$ cat config.mk
export PLATFORM = sky130hd
export DESIGN_NAME = stdp_pair_controller_flat
export DESIGN_NICKNAME = d
export VERILOG_FILES = /design/src/rtl/stdp_pair_controller_if.sv /design/src/rtl/stdp_pair_controller.sv /design/src/flat_wrapper.sv
export SDC_FILE = /design/constraint.sdc
export NUM_CORES = 1
export LEC_CHECK = 0
export CAP_MARGIN = 30
export CORE_ASPECT_RATIO = 0.75
export CORE_MARGIN = 2
export CORE_UTILIZATION = 50
export DETAILED_ROUTE_END_ITERATION = 10
export PLACE_DENSITY = 0.72
export SYNTH_ARGS = -nofsm -noshare
export SYNTH_HDL_FRONTEND = slang
export SYNTH_SLANG_ARGS = --single-unit
$ cat constraint.sdc
create_clock -name clk -period 3.6 [get_ports clk]
set_clock_uncertainty 0.05 [all_clocks]
set_input_delay 1.08 -clock clk [delete_from_list [all_inputs] [get_ports clk]]
set_output_delay 1.08 -clock clk [all_outputs]
set_load 0.02 [all_outputs]
$ cat src/rtl/stdp_pair_controller_if.sv
// Interface between the STDP pair controller and its host/datapath.
// The controller uses the slave modport; the driving side uses the master modport.
interface stdp_pair_controller_if #(
  parameter int unsigned W_WIDTH = 8,
  parameter int unsigned T_WIDTH = 8
);
  logic               ena;
  logic               pre_spike;
  logic               post_spike;
  logic               learn_en;
  logic               cfg_we;
  logic [W_WIDTH-1:0] cfg_wdata;
  logic [W_WIDTH-1:0] weight;
  logic               ltp_pulse;
  logic               ltd_pulse;
  logic [T_WIDTH-1:0] last_dt;

  modport master (
    output ena, pre_spike, post_spike, learn_en, cfg_we, cfg_wdata,
    input  weight, ltp_pulse, ltd_pulse, last_dt
  );

  modport slave (
    input  ena, pre_spike, post_spike, learn_en, cfg_we, cfg_wdata,
    output weight, ltp_pulse, ltd_pulse, last_dt
  );
endinterface

$ cat src/rtl/stdp_pair_controller.sv
// STDP weight update sequencer for the pre->post synapse: spike interval timers,
// LTP/LTD classification, and a capture/apply pipeline onto the owned weight register.
module stdp_pair_controller #(
  parameter int unsigned W_WIDTH    = 8,
  parameter int unsigned T_WIDTH    = 8,
  parameter int unsigned WINDOW     = 40,
  parameter int unsigned DECAY_STEP = 8,
  parameter int unsigned A_PLUS     = 16,
  parameter int unsigned A_MINUS    = 12,
  parameter int unsigned W_INIT     = 128,
  parameter int unsigned W_MIN      = 0,
  parameter int unsigned W_MAX      = 255
) (
  input logic                  clk,
  input logic                  rst_n,
  stdp_pair_controller_if.slave bus
);

  localparam logic [0:0] StIdle = 1'b0;
  localparam logic [0:0] StPend = 1'b1;

  localparam logic [T_WIDTH-1:0] WinT   = T_WIDTH'(WINDOW);
  localparam logic [W_WIDTH-1:0] WInit  = W_WIDTH'(W_INIT);
  localparam logic [W_WIDTH-1:0] WMinW  = W_WIDTH'(W_MIN);
  localparam logic [W_WIDTH-1:0] WMaxW  = W_WIDTH'(W_MAX);
  localparam logic [W_WIDTH:0]   WMinX  = (W_WIDTH+1)'(W_MIN);
  localparam logic [W_WIDTH:0]   WMaxX  = (W_WIDTH+1)'(W_MAX);

  logic [T_WIDTH-1:0] pre_timer_q, pre_timer_d;
  logic [T_WIDTH-1:0] post_timer_q, post_timer_d;
  logic [0:0]         state_q, state_d;
  logic               pend_ltp_q, pend_ltp_d;
  logic [T_WIDTH-1:0] pend_dt_q, pend_dt_d;
  logic [W_WIDTH-1:0] pend_step_q, pend_step_d;
  logic [W_WIDTH-1:0] weight_q, weight_d;
  logic               ltp_q, ltp_d;
  logic               ltd_q, ltd_d;
  logic [T_WIDTH-1:0] last_dt_q, last_dt_d;

  logic               cap_ltp, cap_ltd;
  logic [T_WIDTH-1:0] cap_dt;
  logic [W_WIDTH-1:0] cap_step;
  logic [W_WIDTH:0]   sum;
  logic [W_WIDTH:0]   diff;
  logic               lo_clip;

  always_comb begin
    cap_ltp  = bus.learn_en & bus.post_spike & ~bus.pre_spike & (pre_timer_q < WinT);
    cap_ltd  = bus.learn_en & bus.pre_spike & ~bus.post_spike & (post_timer_q < WinT);
    cap_dt   = cap_ltp ? pre_timer_q : post_timer_q;
    cap_step = cap_ltp ? W_WIDTH'(A_PLUS >> (32'(cap_dt) / DECAY_STEP))
                       : W_WIDTH'(A_MINUS >> (32'(cap_dt) / DECAY_STEP));
    // One extra bit so neither direction can wrap before clipping.
    sum      = {1'b0, weight_q} + {1'b0, pend_step_q};
    diff     = {1'b0, weight_q} - {1'b0, pend_step_q};
    lo_clip  = {1'b0, weight_q} < ({1'b0, pend_step_q} + WMinX);
  end

  always_comb begin
    pre_timer_d  = pre_timer_q;
    post_timer_d = post_timer_q;
    state_d      = state_q;
    pend_ltp_d   = pend_ltp_q;
    pend_dt_d    = pend_dt_q;
    pend_step_d  = pend_step_q;
    weight_d     = weight_q;
    last_dt_d    = last_dt_q;
    ltp_d        = 1'b0;
    ltd_d        = 1'b0;

    if (bus.ena) begin
      if (bus.pre_spike)          pre_timer_d = '0;
      else if (pre_timer_q < WinT) pre_timer_d = pre_timer_q + 1'b1;
      else                         pre_timer_d = WinT;

      if (bus.post_spike)           post_timer_d = '0;
      else if (post_timer_q < WinT) post_timer_d = post_timer_q + 1'b1;
      else                          post_timer_d = WinT;

      state_d = (cap_ltp | cap_ltd) ? StPend : StIdle;
      if (cap_ltp | cap_ltd) begin
        pend_ltp_d  = cap_ltp;
        pend_dt_d   = cap_dt;
        pend_step_d = cap_step;
      end

      // A host write wins over and drops any apply landing on the same edge.
      if (bus.cfg_we) begin
        weight_d = bus.cfg_wdata;
      end else if (state_q == StPend) begin
        last_dt_d = pend_dt_q;
        if (pend_ltp_q) begin
          weight_d = (sum > WMaxX) ? WMaxW : sum[W_WIDTH-1:0];
          ltp_d    = 1'b1;
        end else begin
          weight_d = lo_clip ? WMinW : diff[W_WIDTH-1:0];
          ltd_d    = 1'b1;
        end
      end
    end
  end

  always_ff @(posedge clk or negedge rst_n) begin
    if (!rst_n) begin
      pre_timer_q  <= WinT;
      post_timer_q <= WinT;
      state_q      <= StIdle;
      pend_ltp_q   <= 1'b0;
      pend_dt_q    <= '0;
      pend_step_q  <= '0;
      weight_q     <= WInit;
      ltp_q        <= 1'b0;
      ltd_q        <= 1'b0;
      last_dt_q    <= '0;
    end else begin
      pre_timer_q  <= pre_timer_d;
      post_timer_q <= post_timer_d;
      state_q      <= state_d;
      pend_ltp_q   <= pend_ltp_d;
      pend_dt_q    <= pend_dt_d;
      pend_step_q  <= pend_step_d;
      weight_q     <= weight_d;
      ltp_q        <= ltp_d;
      ltd_q        <= ltd_d;
      last_dt_q    <= last_dt_d;
    end
  end

  assign bus.weight    = weight_q;
  assign bus.ltp_pulse = ltp_q;
  assign bus.ltd_pulse = ltd_q;
  assign bus.last_dt   = last_dt_q;

endmodule

$ cat src/flat_wrapper.sv
// flat-port wrapper written by rule: the top's interface ports become plain ports
module stdp_pair_controller_flat 
#(
  parameter int unsigned W_WIDTH    = 8,
  parameter int unsigned T_WIDTH    = 8,
  parameter int unsigned WINDOW     = 40,
  parameter int unsigned DECAY_STEP = 8,
  parameter int unsigned A_PLUS     = 16,
  parameter int unsigned A_MINUS    = 12,
  parameter int unsigned W_INIT     = 128,
  parameter int unsigned W_MIN      = 0,
  parameter int unsigned W_MAX      = 255
)
  (clk, rst_n, bus_ena, bus_pre_spike, bus_post_spike, bus_learn_en, bus_cfg_we, bus_cfg_wdata, bus_weight, bus_ltp_pulse, bus_ltd_pulse, bus_last_dt);
  stdp_pair_controller_if #(.W_WIDTH(W_WIDTH), .T_WIDTH(T_WIDTH)) bus_i ();
  input logic clk;
  input logic rst_n;
  input wire logic [$bits(bus_i.ena)-1:0] bus_ena;
  input wire logic [$bits(bus_i.pre_spike)-1:0] bus_pre_spike;
  input wire logic [$bits(bus_i.post_spike)-1:0] bus_post_spike;
  input wire logic [$bits(bus_i.learn_en)-1:0] bus_learn_en;
  input wire logic [$bits(bus_i.cfg_we)-1:0] bus_cfg_we;
  input wire logic [$bits(bus_i.cfg_wdata)-1:0] bus_cfg_wdata;
  output wire logic [$bits(bus_i.weight)-1:0] bus_weight;
  output wire logic [$bits(bus_i.ltp_pulse)-1:0] bus_ltp_pulse;
  output wire logic [$bits(bus_i.ltd_pulse)-1:0] bus_ltd_pulse;
  output wire logic [$bits(bus_i.last_dt)-1:0] bus_last_dt;
  assign bus_i.ena = bus_ena;
  assign bus_i.pre_spike = bus_pre_spike;
  assign bus_i.post_spike = bus_post_spike;
  assign bus_i.learn_en = bus_learn_en;
  assign bus_i.cfg_we = bus_cfg_we;
  assign bus_i.cfg_wdata = bus_cfg_wdata;
  assign bus_weight = bus_i.weight;
  assign bus_ltp_pulse = bus_i.ltp_pulse;
  assign bus_ltd_pulse = bus_i.ltd_pulse;
  assign bus_last_dt = bus_i.last_dt;
  stdp_pair_controller #(.W_WIDTH(W_WIDTH), .T_WIDTH(T_WIDTH), .WINDOW(WINDOW), .DECAY_STEP(DECAY_STEP), .A_PLUS(A_PLUS), .A_MINUS(A_MINUS), .W_INIT(W_INIT), .W_MIN(W_MIN), .W_MAX(W_MAX)) u_core (.clk(clk), .rst_n(rst_n), .bus(bus_i));
endmodule
After elaboration in Yosys (flattened, before gate mapping)
Index checks and enable logic that the tools add are counted.
W data, S select, Z words.
- flip-flop bits (word level): 52
- bits of input ports: 15
- output and inout bits: 18
- multiplexer cells: 20
- reduce and logical (&&, ||, !) cells: 4
- add/sub/neg operators: 4
- magnitude comparators: 4
- shift operators: 2
- bitwise logic cells: 10
- operators by type and width (operator ; count):
    $mux W8 ; 11
    $add A8 B1 Y8 const B ; 2
    $lt A8 B6 Y1 const B ; 2
    $add A8 B8 Y9 ; 1
    $gt A9 B8 Y1 const B ; 1
    $mux W1 ; 9
    $lt A8 B8 Y1 ; 1
    $shr A4 B5 Y8 const A ; 1
    $shr A5 B5 Y8 const A ; 1
    $sub A8 B8 Y8 ; 1
    $and A1 B1 Y1 ; 6
    $reduce_and A2 Y1 ; 2
    $not A1 Y1 ; 3
    $reduce_and A3 Y1 ; 1
    $reduce_bool A2 Y1 ; 1
    $or A1 B1 Y1 ; 1

Longest topological paths before layout
- depth after elaboration: 6
- mapped depth: 9

Worst setup path before layout
No wires, ideal clock.
- kind: register to register
- from: register u_core.weight_q[0], in the netlist u_core.bus.weight[0]
- to: register u_core.weight_q[3], in the netlist u_core.bus.weight[3]
- clock period less this slack: 2389 ps
- setup slack: 1211 ps
- cell stages (with the launch flop): 10
- required time: 3415 ps
- path buffers: 0
- data arrival time: 2204 ps
- cell sequence: dfrtp_1 > inv_1 > ha_1 > inv_1 > fa_1 > a211oi_1 > o21bai_1 > and2_1 > a221oi_1 > o31ai_1
- longest elaborated chain between the ends: 6
- elaborated cells on any way between the ends: 9
- those cells by class: 2 x add/sub; 2 x order compare; 5 x mux
- RTL lines (item ; RTL line ; source):
    start: declaration ; stdp_pair_controller.sv:35 ; logic [W_WIDTH-1:0] weight_q, weight_d;
    start signal: assignment ; stdp_pair_controller.sv:111 ; weight_q <= WInit;
    start signal: assignment ; stdp_pair_controller.sv:122 ; weight_q <= weight_d;
    $add A8 B8 Y9 ; stdp_pair_controller.sv:54 ; sum = {1'b0, weight_q} + {1'b0, pend_step_q};
    $gt A9 B8 Y1 ; stdp_pair_controller.sv:93 ; weight_d = (sum > WMaxX) ? WMaxW : sum[W_WIDTH-1:0];
    $mux W8 ; stdp_pair_controller.sv:93 ;
    $mux W8 (*) ; stdp_pair_controller.sv:92 ; if (pend_ltp_q) begin
    $mux W8 (*) ; stdp_pair_controller.sv:90 ; end else if (state_q == StPend) begin
    $mux W8 (*) ; stdp_pair_controller.sv:88 ; if (bus.cfg_we) begin
Every way passes the cells marked *; elsewhere a longest branch is shown, timed or not. The select of a mux whose other input is x is not followed.
A chain may end at the register's enable or synchronous reset.

Final worst setup path
- from: register u_core.weight_q[2], in the netlist u_core.bus.weight[2]
- to: register u_core.weight_q[5], in the netlist u_core.bus.weight[5]
Same word-level chain as after synthesis.

==> impl_metrics.tcl <==
set metrics [dict create \
    antenna_found_initial 0 \
    crit_slowest_cell "o31ai_1" \
    route.detailed.drc 0 \
    cts.sinks 49 \
    post-route-util_pct 60.1 \
    max_slew_margin_pct 26.9 \
    start_util_pct 51.3 \
    regArea_um2 1230 \
    grt_start_max_net_pins 26 \
    maxSlewViolCount 0 \
    top_usage_layer "met1" \
    timing.final.crit_period_ns 3.00 \
    synth_top_area_share_pct 37.2 \
    final_layout_size_suffix_gt1_share_pct 11.7 \
    cts_inserted_buffers 5 \
    area_delta_synth_final_pct 17.3 \
    max_freq_mhz 333 \
    max_cap_violations 0 \
    tightest_slew_ns 1.09 \
    ys_seq_area_share_pct 41.7 \
    synth-seq-cells 49 \
    netlist_instances 320 \
    place_ws_ns 0.655 \
    hold_violations 0 \
    syn_area_um2 2960 \
    hpwl_mm 5.18 \
    hold_class "flop to flop" \
    root_buffer "clkbuf_8" \
    synth_top_area_cell "dfrtp_1" \
    synth_edf_count 0 \
    ir_drop_uv 209 \
    status "complete, no violations" \
    wirelength_mm 6.96 \
    grt_first_pass_wirelength_mm 11.9 \
    arrival_ns 3.17 \
    crit_path_max_fanout 11 \
    die_h_um 70.6 \
    drt_iter0_markers 216 \
    ys_warn_count 0 \
    tns_ns 0 \
    io_pins 33 \
    slowest_delay_ns 0.89 \
    instances_no_fill 427 \
    synthArstFlopShare_pct 100 \
    row_count 24 \
    ys.flop_type "dfrtp_1" \
    clkTransAtPathRegs_ns 0.10 \
    fin_nets 377 \
    reg2reg_depth 6 \
    grt_use_met1_pct 34.8 \
    use_met2_pct 33.3 \
    clk_path_buf_depth 2 \
    antenna_left 0 \
    vias_per_cell 5.93 \
    grt_pass1_vias 2398 \
    synth_cell_types 60 \
    cp_cell_sequence "ha_1 > nor3b_1 > nor3_1 > o31ai_1 > nor4b_1 > a221oi_1" \
    p_leak_nw 1.48 \
    cts_resized 0 \
    multi_input_area_um2 1580 \
    grt_use_total_pct 22.8 \
    placedCellCount 419 \
    clkLatencyLatePin_ns 0.32 \
    worstSetupStartpointType "flop" \
    num_antenna_cells 0 \
    post_cts_buffers 0 \
    hold_depth 1 \
    synth.avg_cell_area_um2 9.24 \
    synthTopCellsByArea "dfrtp_1 (37%), ha_1 (5.1%), dfstp_2 (4.4%), mux2_2 (3.8%), nand2_1 (3.7%)" \
    tritoncts "done" \
    finalWorstSetupSlack_ns 0.601 \
    critPathKind "flop to flop" \
    routedWlPerCell_um 16.3 \
    rsz0062_at_grt "no" \
    syn_nets 349 \
    nFillCells 509 \
    routabilityCongestion 0.909 \
    endpoint_kind "flop" \
    numPortBuffers 32 \
    postCtsHoldBufs 0 \
    use_met3_pct 4.90 \
    die_x_um 92.8 \
    vias 2533 \
    core-area_um2 5770 \
    fp.dieArea_um2 6550 \
    overflow 0 \
    cp_data_required_time_ns 3.77 \
    total_power_mw 1.97 \
    p_per_area_nw_per_um2 567 \
    finalCritPeriodShare_pct 83.3 \
    h-tree-depth 2 \
    final-setup-viol-count 0 \
    drt_first_pass_iters 5 \
]
[sequential cells by signal, summed over array words and instances (netlist names)]
name,count
u_core.bus.ltp_pulse,1
u_core.bus.last_dt,8
u_core.post_timer_q,8
u_core.pend_ltp_q,1
u_core.bus.ltd_pulse,1
u_core.pend_step_q,5
u_core.pend_dt_q,8
u_core.state_q,1
u_core.bus.weight,8
u_core.pre_timer_q,8
[layout by cell type, fill, tap and decap left out, types with 5 or more instances in the layout]
| cell type | count |
|---|---|
| clkdlybuf4s50_1 | 31 |
| nand3_1 | 11 |
| buf_4 | 9 |
| nor2_1 | 22 |
| a31oi_1 | 13 |
| mux2_2 | 10 |
| clkbuf_8 | 5 |
| a21o_1 | 7 |
| nand2_1 | 29 |
| nor3_1 | 6 |
| o31ai_1 | 6 |
| ha_1 | 12 |
| o21ai_0 | 10 |
| inv_1 | 17 |
| dfrtp_1 | 44 |
| nor2b_1 | 15 |
| dfstp_2 | 5 |
| nand2b_1 | 5 |
| o21ai_1 | 5 |
| a21oi_1 | 17 |
[metrics by stage]
stage / hold WS (ns) / cell area [µm²]
4_1_cts: 0.463 / 3470
3_3_place_gp: 0.427 / 3350
2_1_floorplan: 0.407 / 2960
6_report: 0.460 / 3470
5_1_grt: 0.475 / 3470
3_5_place_dp: 0.436 / 3350
[critical path, delay by kind of cell (launching register included)]
family                   cells  cell delay [ns]
flip-flops                   1             0.43
AND/OR/NAND/NOR              3             0.78
AO/OA/AOI/OAI                2             1.20
adder cells (fa/ha/maj)      1             0.44
[where the power goes]
part,switching (mW),internal (mW)
sequential,0.114,0.647
combinational,0.432,0.369
clock,0.197,0.208
[kinds of logic after synthesis]
group	count (synthesis)	synth area share [%]
flops	49	41.7
buf+inv	37	5.04
xor+xnor	4	1.19
mux	13	4.82
compound gates	90	20.9
simple gates	113	20.0
fa+ha+maj	14	6.43
[per-layer routing]
metal	part of all wire [%]	vias up	wire (µm)
met1	49	1223	3440
met5	0	-	0
li1	-	1222	-
met3	5.8	5	403
met4	0.85	0	59
met2	44	83	3060
[worst paths after layout]
path / startpoint / to / slack [ns]
setup / recovery: u_core.bus.weight[2] / u_core.bus.weight[5] / 0.60
hold / removal: u_core.pend_dt_q[6] / u_core.pend_dt_q[6] / 0.46
setup reg to reg: u_core.bus.weight[2] / u_core.bus.weight[5] / 0.60
hold reg to reg: u_core.pend_dt_q[6] / u_core.pend_dt_q[6] / 0.46
max in group asynchronous: rst_n / u_core.pre_timer_q[3] / 2.14
min in group asynchronous: rst_n / u_core.pend_step_q[4] / 0.68
[final cells by class]
type / instances / area share (%)
multi-input combinational: 234 / 45.4
sequential: 49 / 35.5
timing repair buffer: 41 / 11.0
tap: 78 / 2.81
clock buffer: 5 / 1.98
inverter: 17 / 1.84
clock inverter: 3 / 1.34
[synthesized netlist by cell type (2+ instances only)]
master	n
a211o_1	2
a211oi_1	2
a21o_1	7
a21oi_1	17
a221oi_1	3
a31o_2	3
a31oi_1	13
a41oi_1	3
and3_1	3
and3_2	2
buf_2	2
clkbuf_1	16
dfrtp_1	44
dfstp_2	5
fa_1	2
ha_1	12
inv_1	17
mux2_2	10
mux2i_1	3
nand2_1	29
nand2b_1	5
nand3_1	11
nand4_1	4
nor2_1	22
nor2b_1	15
nor3_1	6
nor3b_1	2
nor4b_1	4
o211ai_1	3
o21ai_0	10
o21ai_1	5
o22a_1	2
o31ai_1	6
or4_1	2
xnor2_1	2
xor2_1	2
Note: power is estimated with default switching activity, not from simulation.
